File: config.mk
export PLATFORM = sky130hd
export DESIGN_NAME = serial_byte_tx
export DESIGN_NICKNAME = d
export VERILOG_FILES = /design/src/rtl/serial_byte_tx_pkg.sv /design/src/rtl/tx_bit_timer.sv /design/src/rtl/serial_byte_tx.sv
export SDC_FILE = /design/constraint.sdc
export NUM_CORES = 1
export LEC_CHECK = 0
export ABC_AREA = 1
export BUFFER_PORTS_ARGS = -buffer_cell sky130_fd_sc_hd__buf_4
export CORE_ASPECT_RATIO = 2
export CORE_UTILIZATION = 35
export DETAILED_ROUTE_END_ITERATION = 10
export GPL_TIMING_DRIVEN = 0
export PLACE_DENSITY_LB_ADDON = 0.3
export SETUP_SLACK_MARGIN = 0.2
export SYNTH_ARGS = -nofsm -noshare
export SYNTH_HDL_FRONTEND = slang
export SYNTH_SLANG_ARGS = --single-unit
File: constraint.sdc
create_clock -name clock -period 2 [get_ports clock]
set_input_delay 0.1 -clock clock [delete_from_list [all_inputs] [get_ports clock]]
set_output_delay 0.1 -clock clock [all_outputs]
set_load 0.01 [all_outputs]
File: src/rtl/serial_byte_tx_pkg.sv
// Shared types and framing constants for the oversampled serial link (transmitter and receiver).
package serial_byte_tx_pkg;

    typedef enum logic [1:0] {
        IDLE  = 2'd0,
        START = 2'd1,
        DATA  = 2'd2,
        STOP  = 2'd3
    } state_e;

    localparam logic START_LEVEL = 1'b0;
    localparam logic STOP_LEVEL  = 1'b1;
    localparam logic IDLE_LEVEL  = 1'b1;

    localparam int DEF_SAMPLES_PER_BIT = 16;
    localparam int DEF_DATA_W          = 8;
    localparam int FRAME_BITS          = DEF_DATA_W + 2;

    function automatic int frame_clocks(input int data_w, input int samples_per_bit);
        return (data_w + 2) * samples_per_bit;
    endfunction

endpackage

File: src/rtl/tx_bit_timer.sv
// Per-bit sample counter with clear and enable; tick marks the last clock of a bit.
// Counter is registered, tick is a decode of it qualified by enable; no backpressure.
module tx_bit_timer
    import serial_byte_tx_pkg::*;
#(
    parameter  int SAMPLES_PER_BIT = DEF_SAMPLES_PER_BIT,
    localparam int CNT_W           = $clog2(SAMPLES_PER_BIT)
) (
    input  logic             clock,
    input  logic             reset,
    input  logic             clr_i,
    input  logic             en_i,
    output logic [CNT_W-1:0] cnt_o,
    output logic             tick_o
);

    localparam logic [CNT_W-1:0] LAST_CNT = CNT_W'(SAMPLES_PER_BIT - 1);

    logic [CNT_W-1:0] cnt_q;
    logic [CNT_W-1:0] cnt_d;

    always_comb begin
        cnt_d = cnt_q;
        if (clr_i) begin
            cnt_d = '0;
        end else if (en_i) begin
            cnt_d = (cnt_q == LAST_CNT) ? '0 : cnt_q + CNT_W'(1);
        end
    end

    always_ff @(posedge clock or posedge reset) begin
        if (reset) begin
            cnt_q <= '0;
        end else begin
            cnt_q <= cnt_d;
        end
    end

    assign cnt_o  = cnt_q;
    assign tick_o = en_i && (cnt_q == LAST_CNT);

endmodule

File: src/rtl/serial_byte_tx.sv
// Serial byte transmitter: start, DATA_W bits LSB first, stop; one-deep hold register, frames back-to-back.
// Start bit begins one clock after load is accepted from idle; load while not empty is dropped with an overrun pulse.
module serial_byte_tx
    import serial_byte_tx_pkg::*;
#(
    parameter int SAMPLES_PER_BIT = DEF_SAMPLES_PER_BIT,
    parameter int DATA_W          = DEF_DATA_W
) (
    input  logic              clock,
    input  logic              reset,
    input  logic              load,
    input  logic [DATA_W-1:0] dataIn,
    output logic              serialOut,
    output logic              empty,
    output logic              busy,
    output logic              sent,
    output logic              overrun
);

    localparam int CNT_W = $clog2(SAMPLES_PER_BIT);
    localparam int IDX_W = $clog2(DATA_W);

    localparam logic [CNT_W-1:0] PRE_LAST_CNT = CNT_W'(SAMPLES_PER_BIT - 2);
    localparam logic [IDX_W-1:0] LAST_BIT     = IDX_W'(DATA_W - 1);

    state_e            state_q;
    logic [IDX_W-1:0]  bit_idx_q;
    logic [DATA_W-1:0] hold_q;
    logic [DATA_W-1:0] shift_q;
    logic              empty_q;
    logic              serial_q;
    logic              sent_q;
    logic              overrun_q;

    logic [CNT_W-1:0]  sample_cnt;
    logic              bit_tick;
    logic              transfer;

    tx_bit_timer #(
        .SAMPLES_PER_BIT(SAMPLES_PER_BIT)
    ) u_bit_timer (
        .clock  (clock),
        .reset  (reset),
        .clr_i  (state_q == IDLE),
        .en_i   (state_q != IDLE),
        .cnt_o  (sample_cnt),
        .tick_o (bit_tick)
    );

    // The hold register empties only on the edge that starts a frame, from idle or at the end of a stop bit.
    assign transfer = !empty_q && ((state_q == IDLE) || ((state_q == STOP) && bit_tick));

    always_ff @(posedge clock or posedge reset) begin
        if (reset) begin
            state_q   <= IDLE;
            bit_idx_q <= '0;
            hold_q    <= '0;
            shift_q   <= '0;
            empty_q   <= 1'b1;
            serial_q  <= IDLE_LEVEL;
            sent_q    <= 1'b0;
            overrun_q <= 1'b0;
        end else begin
            overrun_q <= load && !empty_q;
            // Registered, so decode one clock early to land on the last clock of the stop bit.
            sent_q    <= (state_q == STOP) && (sample_cnt == PRE_LAST_CNT);

            if (load && empty_q) begin
                hold_q  <= dataIn;
                empty_q <= 1'b0;
            end else if (transfer) begin
                empty_q <= 1'b1;
            end

            case (state_q)
                IDLE: begin
                    serial_q <= IDLE_LEVEL;
                    if (transfer) begin
                        shift_q  <= hold_q;
                        state_q  <= START;
                        serial_q <= START_LEVEL;
                    end
                end
                START: begin
                    if (bit_tick) begin
                        state_q   <= DATA;
                        bit_idx_q <= '0;
                        serial_q  <= shift_q[0];
                    end
                end
                DATA: begin
                    if (bit_tick) begin
                        shift_q <= shift_q >> 1;
                        if (bit_idx_q == LAST_BIT) begin
                            state_q  <= STOP;
                            serial_q <= STOP_LEVEL;
                        end else begin
                            bit_idx_q <= bit_idx_q + IDX_W'(1);
                            serial_q  <= shift_q[1];
                        end
                    end
                end
                STOP: begin
                    if (transfer) begin
                        shift_q  <= hold_q;
                        state_q  <= START;
                        serial_q <= START_LEVEL;
                    end else if (bit_tick) begin
                        state_q  <= IDLE;
                        serial_q <= IDLE_LEVEL;
                    end
                end
                default: begin
                    state_q  <= IDLE;
                    serial_q <= IDLE_LEVEL;
                end
            endcase
        end
    end

    assign serialOut = serial_q;
    assign empty     = empty_q;
    assign busy      = (state_q != IDLE);
    assign sent      = sent_q;
    assign overrun   = overrun_q;

endmodule
==> impl_metrics.ini, run 1 <==
[hold_path]
hp-class = input port to register
min_from = dataIn[7]
hold_depth = 2
hold_end = hold_q[7]

[placement]
dpl-instance-area_sq_um = 1660
gp_congestion = 0.737
hpwl_mm = 2.13
place_inst = 239
portBuffers = 15

[power]
power_mw = 3.19
ir_drop_uv = 931
power_leakage_nw = 0.960
p_per_area_nw_per_um2 = 1750

[yosys]
synthMuxAreaShare = 0.00758
synth_edf_count = 0
synth-simple-area-share = 0.264
yosys.cell_types.count = 23
synth_xor_area_frac = 0.00589
syn_nets = 192
synth_top_family_by_area = simple AND/OR/NAND/NOR gates
yosys_register_bits = 29
synth_area_per_cell_sq_um = 8.64
synth-seq-area-share = 0.490
ys.flop_type = dfrtp_1
synth_compound_area_frac = 0.0934
synth_cells = 172
async_reset_ff_frac = 1.00
yosysWarningCount = 0
yosys.cell_count.top_type = nand2_1
synthAdderAreaFrac = 0.0758
synth_top_cell_by_area = dfrtp_1
synth.cell_area_sq_um = 1490
synth.top_cell.area_share = 0.455
synth_area_leaders = dfrtp_1 (45%), nand2_1 (13%), ha_1 (7.6%)
synth_commonest_cells = nand2_1 (50), dfrtp_1 (27), inv_1 (17)

[floorplanning]
core_area_sq_um = 4090
die_area_sq_um = 4530
boundaryPins = 16
die_x_um = 48.1
start_util = 0.364
num_rows = 33
dieHeight_um = 94.2

[timing]
setup_viol = 0
hold_viol = 0
fmax_mhz = 608
tightest_slew_ns = 1.09
final-max-slew-violation-count = 0
rsz0062_at_grt = no
tns_ns = 0
fin_crit_ns = 1.64
slew_headroom = 0.272
skew_ns = 0.00688
fin_crit_sh = 0.822

[clocking]
htreeDepth = 2
tritoncts = built
clockBufferDepth = 2
clk_latency_ns = 0.28
clock-sinks = 29
cts-root-buf = clkbuf_8
cts-buffers-inserted = 5
clk_pin_slew_ns = 0.06

[critical_path]
timing.rr.end = shift_q[3]
startpoint_type = register
path_cells = inv_2, ha_1, bufinv_8, nand4_4, o21ai_4, buf_4, nand3_1, nand2_1
crit_fanout = 6
worstPathRequired_ns = 2.22
cp-end-kind = register
path_class = register to register
reg2reg_slack_ns = 0.36
rr_startpoint = state_q[0]
slowest_delay_ns = 0.42
cp.arrival_ns = 1.86
cp-startpoint = state_q[0]
slowest_stage = dfrtp_2
ff2ff_path_depth = 8

[drt]
wl_per_cell_um = 11.7
final_antenna_net_count = 0
postRouteWirelength_mm = 2.98
first_iter_violations = 21
first_pass_iters = 3
num_vias = 1198
drc = 0
vias_per_cell = 4.72

[final_layout]
n_antenna_cell = 0
final_layout_size_suffix_gt1_frac = 0.233
instances_no_fill = 254
nNetsFinal = 222
nFillCells = 417
fin_util = 0.448
syn2layout_area_growth_pct = 23.1
stdcell_area_sq_um = 1830

[run]
drv_cap = 0

[global_routing]
grt_pass1_vias = 1223
overflow = 0
grt_max_degree = 30
grt_pass1_wl_mm = 5.12
antenna_found_initial = 0
grt_util_all_layers = 0.165

[outcome]
outcome = finished clean
==> flip-flops by register name, summed over array words and instances (netlist names) <==
register	cells
state_q	2
serialOut	1
overrun	1
empty	1
bit_idx_q	3
hold_q	8
u_bit_timer.cnt_o	4
sent	1
shift_q	8
==> power by group <==
group / switching, mW / total [mW] / internal [mW]
logic: 0.994 / 1.71 / 0.715
registers: 0.149 / 0.994 / 0.845
clock network: 0.217 / 0.490 / 0.272
==> worst max path at each step <==
stage                      end  slack [ns]
global placement    shift_q[3]        0.21
finish              shift_q[3]        0.36
detailed placement  shift_q[2]        0.19
global route        state_q[0]        0.23
CTS                 state_q[1]        0.21
floorplan           shift_q[1]        0.43
==> layout make-up <==
class	count	area, sq um	area share
Sequential cell	29	731	0.399
Multi-Input combinational cell	123	684	0.374
Timing Repair Buffer	22	168	0.0917
Clock buffer	7	86.3	0.0472
Inverter	18	81.3	0.0445
Tap cell	52	65.1	0.0356
Buffer	3	13.8	0.00752
==> worst max-delay path, delay by kind of cell (launching register included) <==
kind / cells / cell delay, ns
fa+ha+maj: 1 / 0.23
buf+inv: 3 / 0.45
simple gates: 3 / 0.27
compound gates: 1 / 0.21
flops: 1 / 0.42
==> cells in the final DEF (no fill, tap or decap), types with 6 or more instances in the layout <==
cell | synthesis | routed
o21ai_0 | 11 | 11
ha_1 | 9 | 9
nor2_1 | 13 | 12
a21oi_1 | 10 | 9
inv_1 | 17 | 15
buf_4 | 0 | 21
nand2_1 | 50 | 50
clkbuf_8 | 0 | 6
nand3_1 | 15 | 15
dfrtp_1 | 27 | 25
==> what timing repair did <==
item                                   4_1_cts  5_1_grt
resized for setup                            1        7
buffers inserted                             2        4
cloned                                       0        1
pin swaps                                    1        2
endpoints found under the hold margin        1        0
setup endpoints to repair                    8       11
hold buffers                                 1        0
==> stage by stage <==
stage          hold slack (ns)  setup WS (ns)
2_1_floorplan            0.163          0.430
4_1_cts                 0.0494          0.207
6_report                0.0545          0.356
5_1_grt                 0.0599          0.230
3_5_place_dp             0.291          0.188
3_3_place_gp             0.277          0.210
==> logic make-up (layout without fill, tap and decap cells) <==
logic type / after synthesis / after routing
simple gates: 86 / 87
flops: 29 / 29
compound gates: 25 / 25
buf+inv: 21 / 50
fa+ha+maj: 9 / 9
xor+xnor: 1 / 1
mux: 1 / 1
==> per-layer routing <==
layer	wire (um)	global-route usage	vias to the layer above
met4	120	0.0949	0
li1	-	-	608
met5	0	0	-
met1	1050	0.147	558
met3	73	0.0423	12
met2	1740	0.301	20
Note: power is estimated with default switching activity, not from simulation.
==> run 2: changes to the inputs <==
--- a/config.mk
+++ b/config.mk
@@ -5,7 +5,7 @@
 export SDC_FILE = /design/constraint.sdc
 export NUM_CORES = 1
 export LEC_CHECK = 0
-export ABC_AREA = 1
+export ABC_AREA = 0
 export BUFFER_PORTS_ARGS = -buffer_cell sky130_fd_sc_hd__buf_4
 export CORE_ASPECT_RATIO = 2
 export CORE_UTILIZATION = 35
==> constraint.sdc (replaced) <==
create_clock -name clock -period 1.4 [get_ports clock]
set_input_delay 0.07 -clock clock [delete_from_list [all_inputs] [get_ports clock]]
set_output_delay 0.07 -clock clock [all_outputs]
set_load 0.01 [all_outputs]
==> run 2 against run 1 <==
Compared with the run above: clock skew grew 0.00081 ns; fmax shrank 18%; clock power grew 56%; clock-buffer cell count is the same; sequential share of layout area shrank 4.0 points; register-to-register slack lost 0.97 ns; highest routed layer unchanged; critical endpoint is now shift_q[2]; largest cell class is now multi-input combinational cells; hold slack lost 0.032 ns; non-clock buffer count grew 7; cell count shrank 18%; core utilization grew 5.3 points; global-route usage grew 0.64 points; the run now ends with setup timing left.
==> impl_metrics.ini, run 2 <==
[outcome]
outcome = finished with violations
violations = setup timing

[global_routing]
grt_pass1_vias = 1221
met3_usage = 0.0308
grt_max_degree = 30
grt_util_all_layers = 0.172
use_met1 = 0.168
grt_pass1_wl_mm = 5.45
antenna_found_initial = 0
overflow = 0
grtUsageMet2 = 0.311
top_usage_layer = met2

[critical_path]
cp-end-kind = register
critPathCapture = shift_q[2]
startpoint_type = register
ff2ff_path_depth = 8
rr_startpoint = state_q[0]
timing.rr.end = shift_q[2]
worstPathRequired_ns = 1.56
cp-startpoint = state_q[0]
reg2reg_slack_ns = -0.62
crit_fanout = 8
path_class = register to register
cp.arrival_ns = 2.18

[floorplanning]
boundaryPins = 16
core_area_sq_um = 4050
die_area_sq_um = 4490
start_util = 0.364
num_rows = 33
die_x_um = 47.9
dieHeight_um = 93.7

[final_layout]
syn2layout_area_growth_pct = 37.6
fin_util = 0.501
final_layout_size_suffix_gt1_frac = 0.538
final_common_cell = dfrtp_1
nNetsFinal = 175
stdcell_area_sq_um = 2030
n_antenna_cell = 0
final_cell_mix = dfrtp_1 (27), buf_4 (23), mux2_2 (14)

[yosys]
synth_commonest_cells = dfrtp_1 (27), mux2_2 (25), ha_1 (9)
synth_edf_count = 0
synth_cells = 120
synth_area_leaders = dfrtp_1 (46%), mux2_2 (19%), ha_1 (7.6%)
synth.top_cell.area_share = 0.459
synth_area_per_cell_sq_um = 12.3
synth.cell_area_sq_um = 1470
yosys_register_bits = 29
synth_top_cell_by_area = dfrtp_1
yosysWarningCount = 0
yosys.cell_types.count = 29
synth-seq-area-share = 0.494
async_reset_ff_frac = 1.00
syn_nets = 140
ys.flop_type = dfrtp_1
yosys.cell_count.top_type = dfrtp_1

[timing]
final-max-slew-violation-count = 0
fin_crit_sh = 1.44
setup_viol = 15
slew_headroom = 0.239
fmax_mhz = 496
setup_ws_ns = -0.616
rsz0062_at_grt = yes
skew_ns = 0.00769
hold_viol = 0
fin_hold_ws_ns = 0.0223
tightest_slew_ns = 1.14
fin_crit_ns = 2.02

[drt]
drc = 0
postRouteWirelength_mm = 3.21
num_vias = 1079
vias_per_cell = 5.19
wl_per_cell_um = 15.4
final_antenna_net_count = 0
first_pass_iters = 4
first_iter_violations = 24

[clocking]
tritoncts = built
cts_hold_buf = 0
clk_pin_slew_ns = 0.07
clk_latency_ns = 0.28
clockBufferDepth = 2
cts-buffers-inserted = 5
cts-root-buf = clkbuf_8
clock-sinks = 29
htreeDepth = 2

[power]
ir_drop_uv = 807
power_mw = 1.99
power_leakage_nw = 0.973
p_per_area_nw_per_um2 = 982

[placement]
gp_congestion = 0.745
portBuffers = 15
dpl-instance-area_sq_um = 1680
hpwl_mm = 2.03

[run]
drv_cap = 0

[hold_path]
hp-class = input port to register
## run 2: cell types whose count changed after synthesis, moves of 3 or more
| cell | before | now |
|---|---|---|
| nor2_1 | 13 | 8 |
| a21oi_1 | 10 | 3 |
| nand2_1 | 50 | 8 |
| a22o_1 | 0 | 3 |
| o21ai_0 | 11 | 7 |
| nand3_1 | 15 | 0 |
| mux2_2 | 1 | 25 |
| inv_1 | 17 | 6 |
## run 2: cells by family (layout without fill, tap and decap cells)
logic type / after synthesis / in the layout / share of synthesized area
AND/OR/NAND/NOR: 22 / 22 / 0.0705
multiplexers: 26 / 26 / 0.198
flip-flops: 29 / 29 / 0.494
buffers and inverters: 10 / 46 / 0.0331
XOR/XNOR: 1 / 1 / 0.00595
AO/OA/AOI/OAI: 23 / 23 / 0.122
adder cells (fa/ha/maj): 9 / 9 / 0.0765
## run 2: worst max-delay path: stages, from the launching register on
cell and delay [ns]:
dfrtp_1 0.40, inv_2 0.10, buf_4 0.13, ha_4 0.21
inv_1 0.11, a22o_1 0.27, a32oi_4 0.20, buf_12 0.17
mux2_4 0.30
## run 2: final cells by class
| cell class | instances | area [sq um] |
|---|---|---|
| multi-input combinational | 81 | 832 |
| timing repair buffer | 28 | 238 |
| clock inverter | 1 | 5.00 |
| tap | 52 | 65.1 |
| buffer | 4 | 40.0 |
| sequential | 29 | 728 |
| clock buffer | 7 | 96.3 |
| inverter | 6 | 22.5 |
| fill | 401 | 2020 |
## run 2: worst min-delay path by stage
| stage | start | end | slack, ns | cells after the start |
|---|---|---|---|---|
| final | dataIn[2] | hold_q[2] | 0.02 | 2 |
| after floorplan | reset | bit_idx_q[0] | 0.15 | 1 |
| after global placement | dataIn[3] | hold_q[3] | 0.30 | 2 |
| after CTS | dataIn[3] | hold_q[3] | 0.02 | 2 |
| after detailed placement | dataIn[3] | hold_q[3] | 0.31 | 2 |
| after global routing | dataIn[4] | hold_q[4] | 0.02 | 2 |
## run 2: routing by layer
layer,vias up,part of all wire
met2,20,0.60
met1,548,0.35
li1,503,-
met4,0,0.025
met5,-,0
met3,8,0.028
## run 2: through the flow
step / instances / setup TNS, ns / worst slack (ns)
floorplan: 120 / -6.10 / -0.637
global placement: 187 / -9.01 / -0.784
detailed placement: 187 / -9.80 / -0.829
CTS: 204 / -7.24 / -0.638
global route: 208 / -8.33 / -0.665
finish: 208 / -7.45 / -0.616
## run 2: repair_timing
item / 4_1_cts / 5_1_grt
pin swaps: 5 / 7
gates resized for setup: 21 / 17
buffers inserted: 9 / 4
endpoints found under the setup margin: 25 / 27
## run 2: power breakdown
group          total [mW]  internal (mW)  switching (mW)
Sequential           1.02          0.963          0.0589
Combinational       0.202          0.133          0.0693
Clock               0.766          0.444           0.322
Total                1.99           1.54           0.451
